## config.mk

```make
export PLATFORM = sky130hd
export DESIGN_NAME = rayid_alloc_flat
export DESIGN_NICKNAME = d
export VERILOG_FILES = /design/src/rtl/rayid_alloc_pkg.sv /design/src/rtl/rayid_alloc_if.sv /design/src/rtl/rayid_fifo.sv /design/src/rtl/rayid_alloc.sv /design/src/flat_wrapper.sv
export SDC_FILE = /design/constraint.sdc
export NUM_CORES = 2
export LEC_CHECK = 0
export ABC_CLOCK_PERIOD_IN_PS = 4550
export BUFFER_PORTS_ARGS = -buffer_cell sky130_fd_sc_hd__buf_2
export CORE_ASPECT_RATIO = 1.25
export CORE_MARGIN = 2
export CORE_UTILIZATION = 40
export CTS_BUF_LIST = sky130_fd_sc_hd__clkbuf_4
export DETAILED_ROUTE_END_ITERATION = 6
export PLACE_DENSITY = 0.65
export SLEW_MARGIN = 20
export SYNTH_ARGS = -nofsm -noshare
export SYNTH_HDL_FRONTEND = slang
export SYNTH_MEMORY_MAX_BITS = 65536
export SYNTH_SLANG_ARGS = --single-unit
```

## constraint.sdc

```tcl
create_clock -name clk -period 4.55 [get_ports clk]
set_input_delay 0.2275 -clock clk [delete_from_list [all_inputs] [get_ports clk]]
set_output_delay 0.2275 -clock clk [all_outputs]
set_load 0.03 [all_outputs]
```

## src/rtl/rayid_alloc_pkg.sv

```systemverilog
// Shared ray/pixel identifier types and pool-size constants.
// Imported by the rayID allocator, its interface and the testbench.
package rayid_alloc_pkg;

    localparam int NUM_RAYIDS  = 512;
    localparam int RAYID_W     = $clog2(NUM_RAYIDS);
    localparam int PIXELID_W   = 20;

    typedef logic [PIXELID_W-1:0] pixelID_t;
    typedef logic [RAYID_W-1:0]   rayID_t;

    typedef enum logic {
        ST_FRESH   = 1'b0,
        ST_RECYCLE = 1'b1
    } alloc_state_t;

endpackage

```

## src/rtl/rayid_alloc_if.sv

```systemverilog
// Request/retire/status bundle between ray generator, shader and allocator.
// master = client side (requests and frees), slave = allocator side.
interface rayid_alloc_if
    import rayid_alloc_pkg::*;
#(
    parameter int ID_W = RAYID_W
);
    logic            us_valid;
    logic            us_stall;
    logic [ID_W-1:0] alloc_id;
    logic            free_valid;
    logic [ID_W-1:0] free_id;
    logic [ID_W:0]   outstanding;
    logic            idle;
    logic            err;

    modport master (
        output us_valid, free_valid, free_id,
        input  us_stall, alloc_id, outstanding, idle, err
    );

    modport slave (
        input  us_valid, free_valid, free_id,
        output us_stall, alloc_id, outstanding, idle, err
    );
endinterface

```

## src/rtl/rayid_fifo.sv

```systemverilog
// Purpose: single-clock recycle FIFO with same-cycle push/pop and occupancy count.
// Latency: pushed entry visible at head the cycle after the push; head is combinational.
// Backpressure: none; caller guarantees no push when full and no pop when empty.
module rayid_fifo #(
    parameter int DEPTH = 512,
    parameter int W     = 9,
    localparam int AW   = $clog2(DEPTH)
) (
    input  logic         clk,
    input  logic         rst,
    input  logic         push,
    input  logic [W-1:0] push_dat,
    input  logic         pop,
    output logic [W-1:0] head,
    output logic [AW:0]  count
);
    logic [W-1:0]  mem [DEPTH];
    logic [AW-1:0] wr_ptr_q;
    logic [AW-1:0] rd_ptr_q;
    logic [AW:0]   count_q;

    // Pointers wrap naturally because DEPTH is a power of two.
    always_ff @(posedge clk or negedge rst) begin
        if (!rst) begin
            wr_ptr_q <= '0;
            rd_ptr_q <= '0;
            count_q  <= '0;
        end else begin
            if (push) wr_ptr_q <= wr_ptr_q + AW'(1);
            if (pop)  rd_ptr_q <= rd_ptr_q + AW'(1);
            case ({push, pop})
                2'b10:   count_q <= count_q + (AW+1)'(1);
                2'b01:   count_q <= count_q - (AW+1)'(1);
                default: count_q <= count_q;
            endcase
        end
    end

    always_ff @(posedge clk) begin
        if (push) mem[wr_ptr_q] <= push_dat;
    end

    assign head  = mem[rd_ptr_q];
    assign count = count_q;
endmodule

```

## src/rtl/rayid_alloc.sv

```systemverilog
// Purpose: rayID pool; hands out fresh IDs 0..NUM_IDS-1 once, then recycles retired IDs. Optional RAYID_ALLOC_CHECK_EN adds an in-use bitmap for double-grant/free detection.
// Latency: zero-cycle grant (alloc_id valid with us_valid & ~us_stall); a retired ID is grantable the next cycle.
// Backpressure: us_stall only when the fresh pool is spent and the recycle FIFO is empty; frees never stall.
module rayid_alloc
    import rayid_alloc_pkg::*;
#(
    parameter int NUM_IDS = NUM_RAYIDS,
    parameter int ID_W    = $clog2(NUM_IDS)
) (
    input logic           clk,
    input logic           rst,
    rayid_alloc_if.slave  bus
);
    localparam logic [ID_W-1:0] LAST_ID = ID_W'(NUM_IDS - 1);

    alloc_state_t    state_q, state_d;
    logic [ID_W-1:0] fresh_q;
    logic [ID_W:0]   outstanding_q;
    logic            err_q;

    logic            stall;
    logic            grant;
    logic [ID_W-1:0] alloc_id;
    logic            free_ok;
    logic            bad;
    logic            fifo_pop;
    logic [ID_W-1:0] fifo_head;
    logic [ID_W:0]   fifo_count;

    always_comb begin
        state_d  = state_q;
        stall    = 1'b0;
        alloc_id = fresh_q;
        case (state_q)
            ST_FRESH: begin
                stall    = 1'b0;
                alloc_id = fresh_q;
            end
            ST_RECYCLE: begin
                stall    = (fifo_count == '0);
                alloc_id = fifo_head;
            end
            default: begin
                stall    = 1'b0;
                alloc_id = fresh_q;
            end
        endcase
        grant = bus.us_valid & ~stall;
        if (state_q == ST_FRESH && grant && fresh_q == LAST_ID)
            state_d = ST_RECYCLE;
    end

    // A free with nothing outstanding cannot be genuine; drop it instead of polluting the FIFO.
    assign free_ok  = bus.free_valid && (outstanding_q != '0);
    assign fifo_pop = grant && (state_q == ST_RECYCLE);

    always_ff @(posedge clk or negedge rst) begin
        if (!rst) begin
            state_q       <= ST_FRESH;
            fresh_q       <= '0;
            outstanding_q <= '0;
            err_q         <= 1'b0;
        end else begin
            state_q <= state_d;
            if (grant && state_q == ST_FRESH) fresh_q <= fresh_q + ID_W'(1);
            case ({grant, free_ok})
                2'b10:   outstanding_q <= outstanding_q + (ID_W+1)'(1);
                2'b01:   outstanding_q <= outstanding_q - (ID_W+1)'(1);
                default: outstanding_q <= outstanding_q;
            endcase
            err_q <= err_q | bad;
        end
    end

`ifdef RAYID_ALLOC_CHECK_EN
    logic [NUM_IDS-1:0] in_use_q;

    always_ff @(posedge clk or negedge rst) begin
        if (!rst) begin
            in_use_q <= '0;
        end else begin
            if (free_ok) in_use_q[bus.free_id] <= 1'b0;
            if (grant)   in_use_q[alloc_id]    <= 1'b1;
        end
    end

    assign bad = (bus.free_valid && !free_ok)
              || (free_ok && !in_use_q[bus.free_id])
              || (grant && in_use_q[alloc_id]);
`else
    assign bad = bus.free_valid && !free_ok;
`endif

    rayid_fifo #(
        .DEPTH (NUM_IDS),
        .W     (ID_W)
    ) u_fifo (
        .clk      (clk),
        .rst      (rst),
        .push     (free_ok),
        .push_dat (bus.free_id),
        .pop      (fifo_pop),
        .head     (fifo_head),
        .count    (fifo_count)
    );

    assign bus.us_stall    = stall;
    assign bus.alloc_id    = alloc_id;
    assign bus.outstanding = outstanding_q;
    assign bus.idle        = (outstanding_q == '0);
    assign bus.err         = err_q;
endmodule

```

## src/flat_wrapper.sv

```systemverilog
// flat-port wrapper written by rule: the top's interface ports become plain ports
module rayid_alloc_flat import rayid_alloc_pkg::*;
#(
    parameter int NUM_IDS = NUM_RAYIDS,
    parameter int ID_W    = $clog2(NUM_IDS)
)
  (clk, rst, bus_us_valid, bus_free_valid, bus_free_id, bus_us_stall, bus_alloc_id, bus_outstanding, bus_idle, bus_err);
  rayid_alloc_if #(.ID_W(ID_W)) bus_i ();
  input logic clk;
  input logic rst;
  input wire logic [$bits(bus_i.us_valid)-1:0] bus_us_valid;
  input wire logic [$bits(bus_i.free_valid)-1:0] bus_free_valid;
  input wire logic [$bits(bus_i.free_id)-1:0] bus_free_id;
  output wire logic [$bits(bus_i.us_stall)-1:0] bus_us_stall;
  output wire logic [$bits(bus_i.alloc_id)-1:0] bus_alloc_id;
  output wire logic [$bits(bus_i.outstanding)-1:0] bus_outstanding;
  output wire logic [$bits(bus_i.idle)-1:0] bus_idle;
  output wire logic [$bits(bus_i.err)-1:0] bus_err;
  assign bus_i.us_valid = bus_us_valid;
  assign bus_i.free_valid = bus_free_valid;
  assign bus_i.free_id = bus_free_id;
  assign bus_us_stall = bus_i.us_stall;
  assign bus_alloc_id = bus_i.alloc_id;
  assign bus_outstanding = bus_i.outstanding;
  assign bus_idle = bus_i.idle;
  assign bus_err = bus_i.err;
  rayid_alloc #(.NUM_IDS(NUM_IDS), .ID_W(ID_W)) u_core (.clk(clk), .rst(rst), .bus(bus_i));
endmodule
```

# After elaboration in Yosys (flattened, before gate mapping)
# Memory sizes are Yosys's and may differ from the RTL's.
# Cells that the tools add are included.
# W data, S select, Z words.
[classes]
n_eq_ne = 5
n_bitwise = 4
n_addsub = 7
n_reduce_logical = 11
muxes = 6
[ops]
columns = ["cell", "n"]
rows = [
  ["$pmux W10 S2", 2],
  ["$add A9 B1 Y9 const B", 3],
  ["$add A10 B1 Y10 const B", 2],
  ["$logic_not A10 Y1", 2],
  ["$sub A10 B1 Y10 const B", 2],
  ["$pmux W9 S2", 1],
  ["$reduce_bool A10 Y1", 1],
  ["$eq A9 B9 Y1 const B", 1],
  ["$logic_and A1 B1 Y1", 5],
  ["$eq A2 B1 Y1 const B", 2],
  ["$eq A2 B2 Y1 const B", 2],
  ["$reduce_bool A2 Y1", 2],
  ["$mux W1", 2],
  ["$not A1 Y1", 2],
  ["$pmux W1 S2", 1],
  ["$and A1 B1 Y1", 1],
  ["$logic_not A1 Y1", 1],
  ["$or A1 B1 Y1", 1],
]
[totals]
n_memories = 1
out_inout_bits = 22
word_cells = 41
reg_bits = 49
in_bits = 13
mem_bits_rw = 4608
[memory_table]
columns = ["memory", "depth", "width", "rd", "rd_clocked_by_memory_dff", "wr", "line_no", "text"]
rows = [
  ["u_core.u_fifo.mem", 512, 9, 1, 0, 1, "rayid_fifo.sv:17", "logic [W-1:0] mem [DEPTH];"],
]

# Longest topological paths before layout
[logic_depth]
ltp_word = 7
depth_mapped = 15
depth_no_buf = 14

# Cells and area by module
# From an unflattened synthesis, not the netlist that was laid out.
[unflattened]
hier_cells = 8654
hier_area_um2 = 181769.3
[by_module_without_submodules]
columns = ["module", "n_inst", "area_each_um2", "seq_area_each_um2", "cells_each"]
rows = [
  ["rayid_fifo", 1, 180369.2, 139073.4, 8516],
  ["rayid_alloc", 1, 1400.1, 525.5, 138],
]

# Worst setup path after synthesis
# Ideal clock, no wire load.
[synth_timing]
path_type = "register to register"
startpoint = "register u_core.state_q"
endpoint = "register u_core.u_fifo.count_q[9], in the netlist u_core.u_fifo.count[9]"
path_buffers = 2
period_less_slack_ps = 3692
t_required_ps = 4467
arrival_ps = 3609
stages_incl_launch_ff = 16
setup_ps = 83
setup_slack_ps = 858
path_cell_list = "dfrtp_1 > clkdlybuf4s50_2 > nor4b_1 > nand3_1 > and3_1 > clkbuf_1 > ha_1 > ha_1 > a21o_1 > a21oi_1 > o21bai_1 > a21oi_1 > o21ai_0 > a21oi_1 > mux2_2 > o21ai_0"
[synth_between]
elab_chain_cells = 7
word_cells_on_any_way = 9
cone_classes = "eq/ne: 2; mux: 2; bitwise: 3; reduce/logical: 2"
[synth_rtl]
columns = ["item", "line_no", "text"]
rows = [
  ["from (decl)", "rayid_alloc.sv:16", "alloc_state_t state_q, state_d;"],
  ["from (signal assigned)", "rayid_alloc.sv:64", "state_q <= state_d;"],
  ["$not A1 Y1", "rayid_alloc.sv:34", "case (state_q)"],
  ["$pmux W1 S2", "rayid_alloc.sv:34", ""],
  ["$not A1 Y1", "rayid_alloc.sv:48", "grant = bus.us_valid & ~stall;"],
  ["$and A1 B1 Y1", "rayid_alloc.sv:48", ""],
  ["$logic_and A1 B1 Y1 (*)", "rayid_alloc.sv:55", "assign fifo_pop = grant && (state_q == ST_RECYCLE);"],
  ["via u_core.fifo_pop", "rayid_alloc.sv:26", "logic fifo_pop;"],
  ["$eq A2 B1 Y1 or $eq A2 B2 Y1 (tied branches)", "rayid_fifo.sv:31", "case ({push, pop})"],
  ["$pmux W10 S2 or $reduce_bool A2 Y1 (tied branches)", "-", ""],
  ["to (signal assigned)", "rayid_fifo.sv:32", "2'b10: count_q <= count_q + (AW+1)'(1);"],
  ["to (signal assigned)", "rayid_fifo.sv:33", "2'b01: count_q <= count_q - (AW+1)'(1);"],
  ["to (signal assigned)", "rayid_fifo.sv:34", "default: count_q <= count_q;"],
  ["to (decl)", "rayid_fifo.sv:20", "logic [AW:0] count_q;"],
]
# Mark *: on every way through the listed nets, which the timed path passes. The rest lies on a longest branch.
# A chain may end at the register's enable or synchronous reset.

# Worst setup path in the final report
[layout_timing]
startpoint = "register u_core.u_fifo.rd_ptr_q[0]"
endpoint = "output bus_alloc_id[3]"
[layout_between]
elab_chain_cells = 2
[layout_rtl]
columns = ["item", "line_no", "text"]
rows = [
  ["from (decl)", "rayid_fifo.sv:19", "logic [AW-1:0] rd_ptr_q;"],
  ["from (signal assigned)", "rayid_fifo.sv:30", "if (pop) rd_ptr_q <= rd_ptr_q + AW'(1);"],
  ["$mem_v2 Z512 W9", "-", ""],
  ["$pmux W9 S2", "rayid_alloc.sv:34", ""],
  ["to (decl)", "flat_wrapper.sv:15", "output wire logic [$bits(bus_i.alloc_id)-1:0] bus_alloc_id;"],
]
# Every way passes these cells.

==> flow_summary_export.csv <==
group,metric,value,unit
status,outcome,"finished, violations left",
status,violations,"setup timing",
timing,fmax,181.2,MHz
pwr,vdd_drop_max,237.4,uV
final_layout,finalNetCount,10090,
routing,via_per_inst,5.890,
global_route,grt_use_met3,0.05185,
run,max_cap_violations,0,
timing,maxSlewViolCount,0,
clock_tree,clockRootBuffer,"clkbuf_4",
clock_tree,cts_buffer_depth,4,
placement,io_buffers,34,
setup_path,critPathMaxFanout,6,
timing,fin_ws,-967.3,ps
clock_tree,htreeDepth,7,
global_route,grt_pass1_wl,749.5,mm
pwr,clock_power_share,0.389,
setup_path,crit_top_cell,"buf_6",
global_route,grt_remaining_overflow,0,
yosys,yosys_register_bits,4657,
global_route,grt_pass1_vias,101000,
global_route,grt_start_max_net_pins,164,
setup_path,cp_slowest_cell,"a221oi_4",
clock_tree,cts_tree,"done",
floorplan,start_util,0.4019,
floorplan,boundaryPins,35,
setup_path,critPathMaxStageDelay,610,ps
floorplan,placementRows,276,
hold_path,min_path_type,"input pin to flip-flop",
timing,finalHoldViolations,0,
yosys,synth.yosys.seq_area_share,0.7679,
yosys,synth.avg_cell_area,21.37,um^2
yosys,syn_area,181800,um^2
final_layout,layout-drive-gt1-share,0.3691,
timing,worstMarginPinSlew,1191,ps
clock_tree,numCtsBuffers,1068,
setup_path,path_cells,"buf_12 -> buf_12 -> buf_16 -> buf_6 -> mux4_2 -> a22o_1 -> a221oi_4 -> a221oi_4 -> a311oi_4 -> nor3_4 -> buf_6 -> a2111oi_4 -> a211oi_4 -> buf_6",
floorplan,die_y,757.7,um
clock_tree,cts_sinks,4657,
routing,routed-via-count,98950,
timing,skew,129.7,ps
pwr,intPower,0.06441,W
pwr,power_density,393.9,nW/um^2
setup_path,required,4320,ps
yosys,synthFlopType,"edfxtp_1",
timing,finalSetupViolCount,9,
setup_path,end_kind,"primary output",
routing,first_pass_iters,7,
yosys,syn_inst,8507,
floorplan,dieArea,459900,um^2
routing,wl_per_cell,31.98,um
routing,drt-total-wl,537.3,mm
timing,fin_setup_tns,-7473,ps
pwr,p_comb_frac,0.041,
yosys,synth_cell_types,88,
final_layout,fillers,37210,
global_route,use_met1,0.2836,
global_route,antenna_found_initial,22,
pwr,seq_power_share,0.570,
pwr,p_sw,0.01915,W
yosys,synth-edff-count,4608,
yosys,async_reset_ff_frac,0.01052,
setup_path,path_buf_inv,6,
routing,ant_nets,0,
setup_path,cp_data_arrival_time,5290,ps
timing,min_period,5517,ps
final_layout,final_area,212100,um^2
setup_path,start_kind,"flip-flop",
clock_tree,clock_latency,1570,ps
pwr,swShare,0.2292,
routing,drc,0,
setup_path,crit_type,"flip-flop to primary output",
placement,gp_routability_congestion,0.8924,
global_route,globalRoute.busiestLayer,"met2",
timing,fin_crit_sh,1.213,
yosys,yosys_warnings,0,
placement,place_area,193300,um^2
final_layout,syn2layout_area_growth,16.69,%
timing,slew_headroom,0.2031,
floorplan,die_x,607.0,um
yosys,synth_fp_nets,8547,
global_route,grtUsageTotal,0.2297,
global_route,grtUsageMet2,0.3771,
clock_tree,clkTransAtPathRegs,70,ps
placement,place_hpwl,324.7,mm
routing,first_iter_violations,13140,
pwr,p_leak,66.33,nW
timing,rsz0062_at_grt,"yes",
floorplan,core_area,452400,um^2
setup_path,cpLargestDelayFamily,"compound AO/OA/AOI/OAI gates",
## power groups by stage
stage	registers, W	clock network, W	logic [W]
floorplan	0.0486	0	0.000933
global placement	0.0485	0	0.00309
detailed placement	0.0486	0	0.00321
CTS	0.0476	0.0329	0.00335
global route	0.0476	0.0350	0.00351
finish	0.0476	0.0325	0.00344
## cell type report
type	count	area, um^2	share of cell area
sequential	4657	139600	0.6582
clock inverter	333	1901	0.008959
inverter	18	93.84	0.0004424
multi-input combinational	3303	40670	0.1917
tap	5977	7478	0.03525
timing repair buffer	997	11110	0.05236
clock buffer	1493	11210	0.05283
antenna	22	55.05	0.0002595
## path summary, 6_finish.rpt
kind | cells past startpoint | slack, ps | to | start
min | 6 | 210 | u_core.u_fifo.wr_ptr_q[0] | bus_free_valid
max in group asynchronous | 5 | 2940 | u_core.u_fifo.rd_ptr_q[6] | rst
max reg2reg | 9 | 530 | u_core.u_fifo.mem[118][1] | u_core.bus.outstanding[0]
min reg2reg | 1 | 520 | u_core.fresh_q[6] | u_core.fresh_q[6]
min in group asynchronous | 4 | 490 | u_core.u_fifo.count[5] | rst
max | 14 | -970 | bus_alloc_id[3] | u_core.u_fifo.rd_ptr_q[0]
## registers in the layout (all words and copies together) (netlist names)
register,flops
u_core.bus.err,1
u_core.fresh_q,9
u_core.u_fifo.rd_ptr_q,9
u_core.state_q,1
u_core.u_fifo.mem,4608
u_core.bus.outstanding,10
u_core.u_fifo.wr_ptr_q,9
u_core.u_fifo.count,10
## cells in the mapped netlist (all sizes together), types with 10 or more instances
cell type  number  area, um^2
nand2b         13       83.83
and3           13       81.33
o211ai         30       230.2
nand4          13       81.33
a31oi          25       156.4
nand2         211       792.0
xnor2          31       271.5
a22o           30       262.8
a311oi         11       96.34
a211oi         65       488.0
ha             25       312.8
dfrtp          49        1226
nand3          48       240.2
o221ai         38       332.8
nor2          602        2260
nor3           39       200.2
a221oi         52       468.0
a22oi         125       938.4
o311ai         10       87.59
edfxtp       4608      138400
a21oi         124       620.6
nor3b          10       75.07
mux2i         358        3583
inv            15       56.30
o22ai          75       469.2
mux4         1083       24470
clkbuf        204       827.1
o2111ai        10       87.58
a2111oi        15       132.6
nor2b          22       137.6
buf           323        2761
mux2           16       180.2
o21ai         103       515.5
## metal layers
metal,vias up,wire [um]
met5,-,59
met4,8,30770
met3,1177,53710
met2,6430,263700
met1,51970,189000
li1,39370,-
## what timing repair did
item,in CTS,in global routing
gates resized for setup,461,111
hold buffers,35,0
setup buffers,127,50
pin swaps,96,52
cloned,29,3
setup endpoints to repair,9,9
endpoints found under the hold margin,4701,0
## placed cells by master, fill, tap and decap left out, drive strengths merged, types with 25 or more instances in the layout
master / instances
buf: 955
ha: 25
a21oi: 124
nand2: 211
a221oi: 52
nor2: 602
nand3: 48
o21ai: 103
a22oi: 125
a22o: 30
edfxtp: 4608
dlygate4sd3: 26
nor3: 39
mux2i: 358
o22ai: 75
clkbuf: 1496
xnor2: 31
clkinv: 255
dfrtp: 49
mux4: 1083
inv: 57
a31oi: 25
o211ai: 30
o221ai: 38
a211oi: 65
## logic make-up (layout without fill, tap and decap cells)
family / Yosys count / in the layout / share of synthesized area
AO/OA/AOI/OAI: 763 / 763 / 0.02922
XOR/XNOR: 39 / 39 / 0.001879
adder cells (fa/ha/maj): 27 / 27 / 0.001941
buffers and inverters: 548 / 2841 / 0.02028
flip-flops: 4657 / 4657 / 0.7679
multiplexers: 1457 / 1457 / 0.1553
other: 0 / 22 / 0
AND/OR/NAND/NOR: 1016 / 1017 / 0.02349
## metrics by stage
| stage | power (W) | worst slack (ps) | hold slack, ps | utilization | instances |
|---|---|---|---|---|---|
| after floorplan | 0.04954 | 858.2 | -68.09 | - | 8507 |
| after CTS | 0.08392 | -1044 | 64.61 | 0.4666 | 16730 |
| final | 0.08356 | -967.3 | 205.3 | 0.4689 | 16800 |
| after global routing | 0.08612 | -968.6 | 192.7 | 0.4689 | 16790 |
| after detailed placement | 0.05178 | -965.3 | 209.8 | 0.4273 | 14720 |
| after global placement | 0.05163 | -1097 | 197.5 | 0.4273 | 14720 |
## worst register-to-register path, cell delays in order, from the launching register on
cell and delay [ps]:
dfrtp_1 450, nor4_1 100, nand4_1 130, nand2_1 310, clkinv_1 210, buf_4 230, nand2_1 80, nor2_1 580
nand2_4 580, nor2_1 980
(Power assumes the default switching activity.)
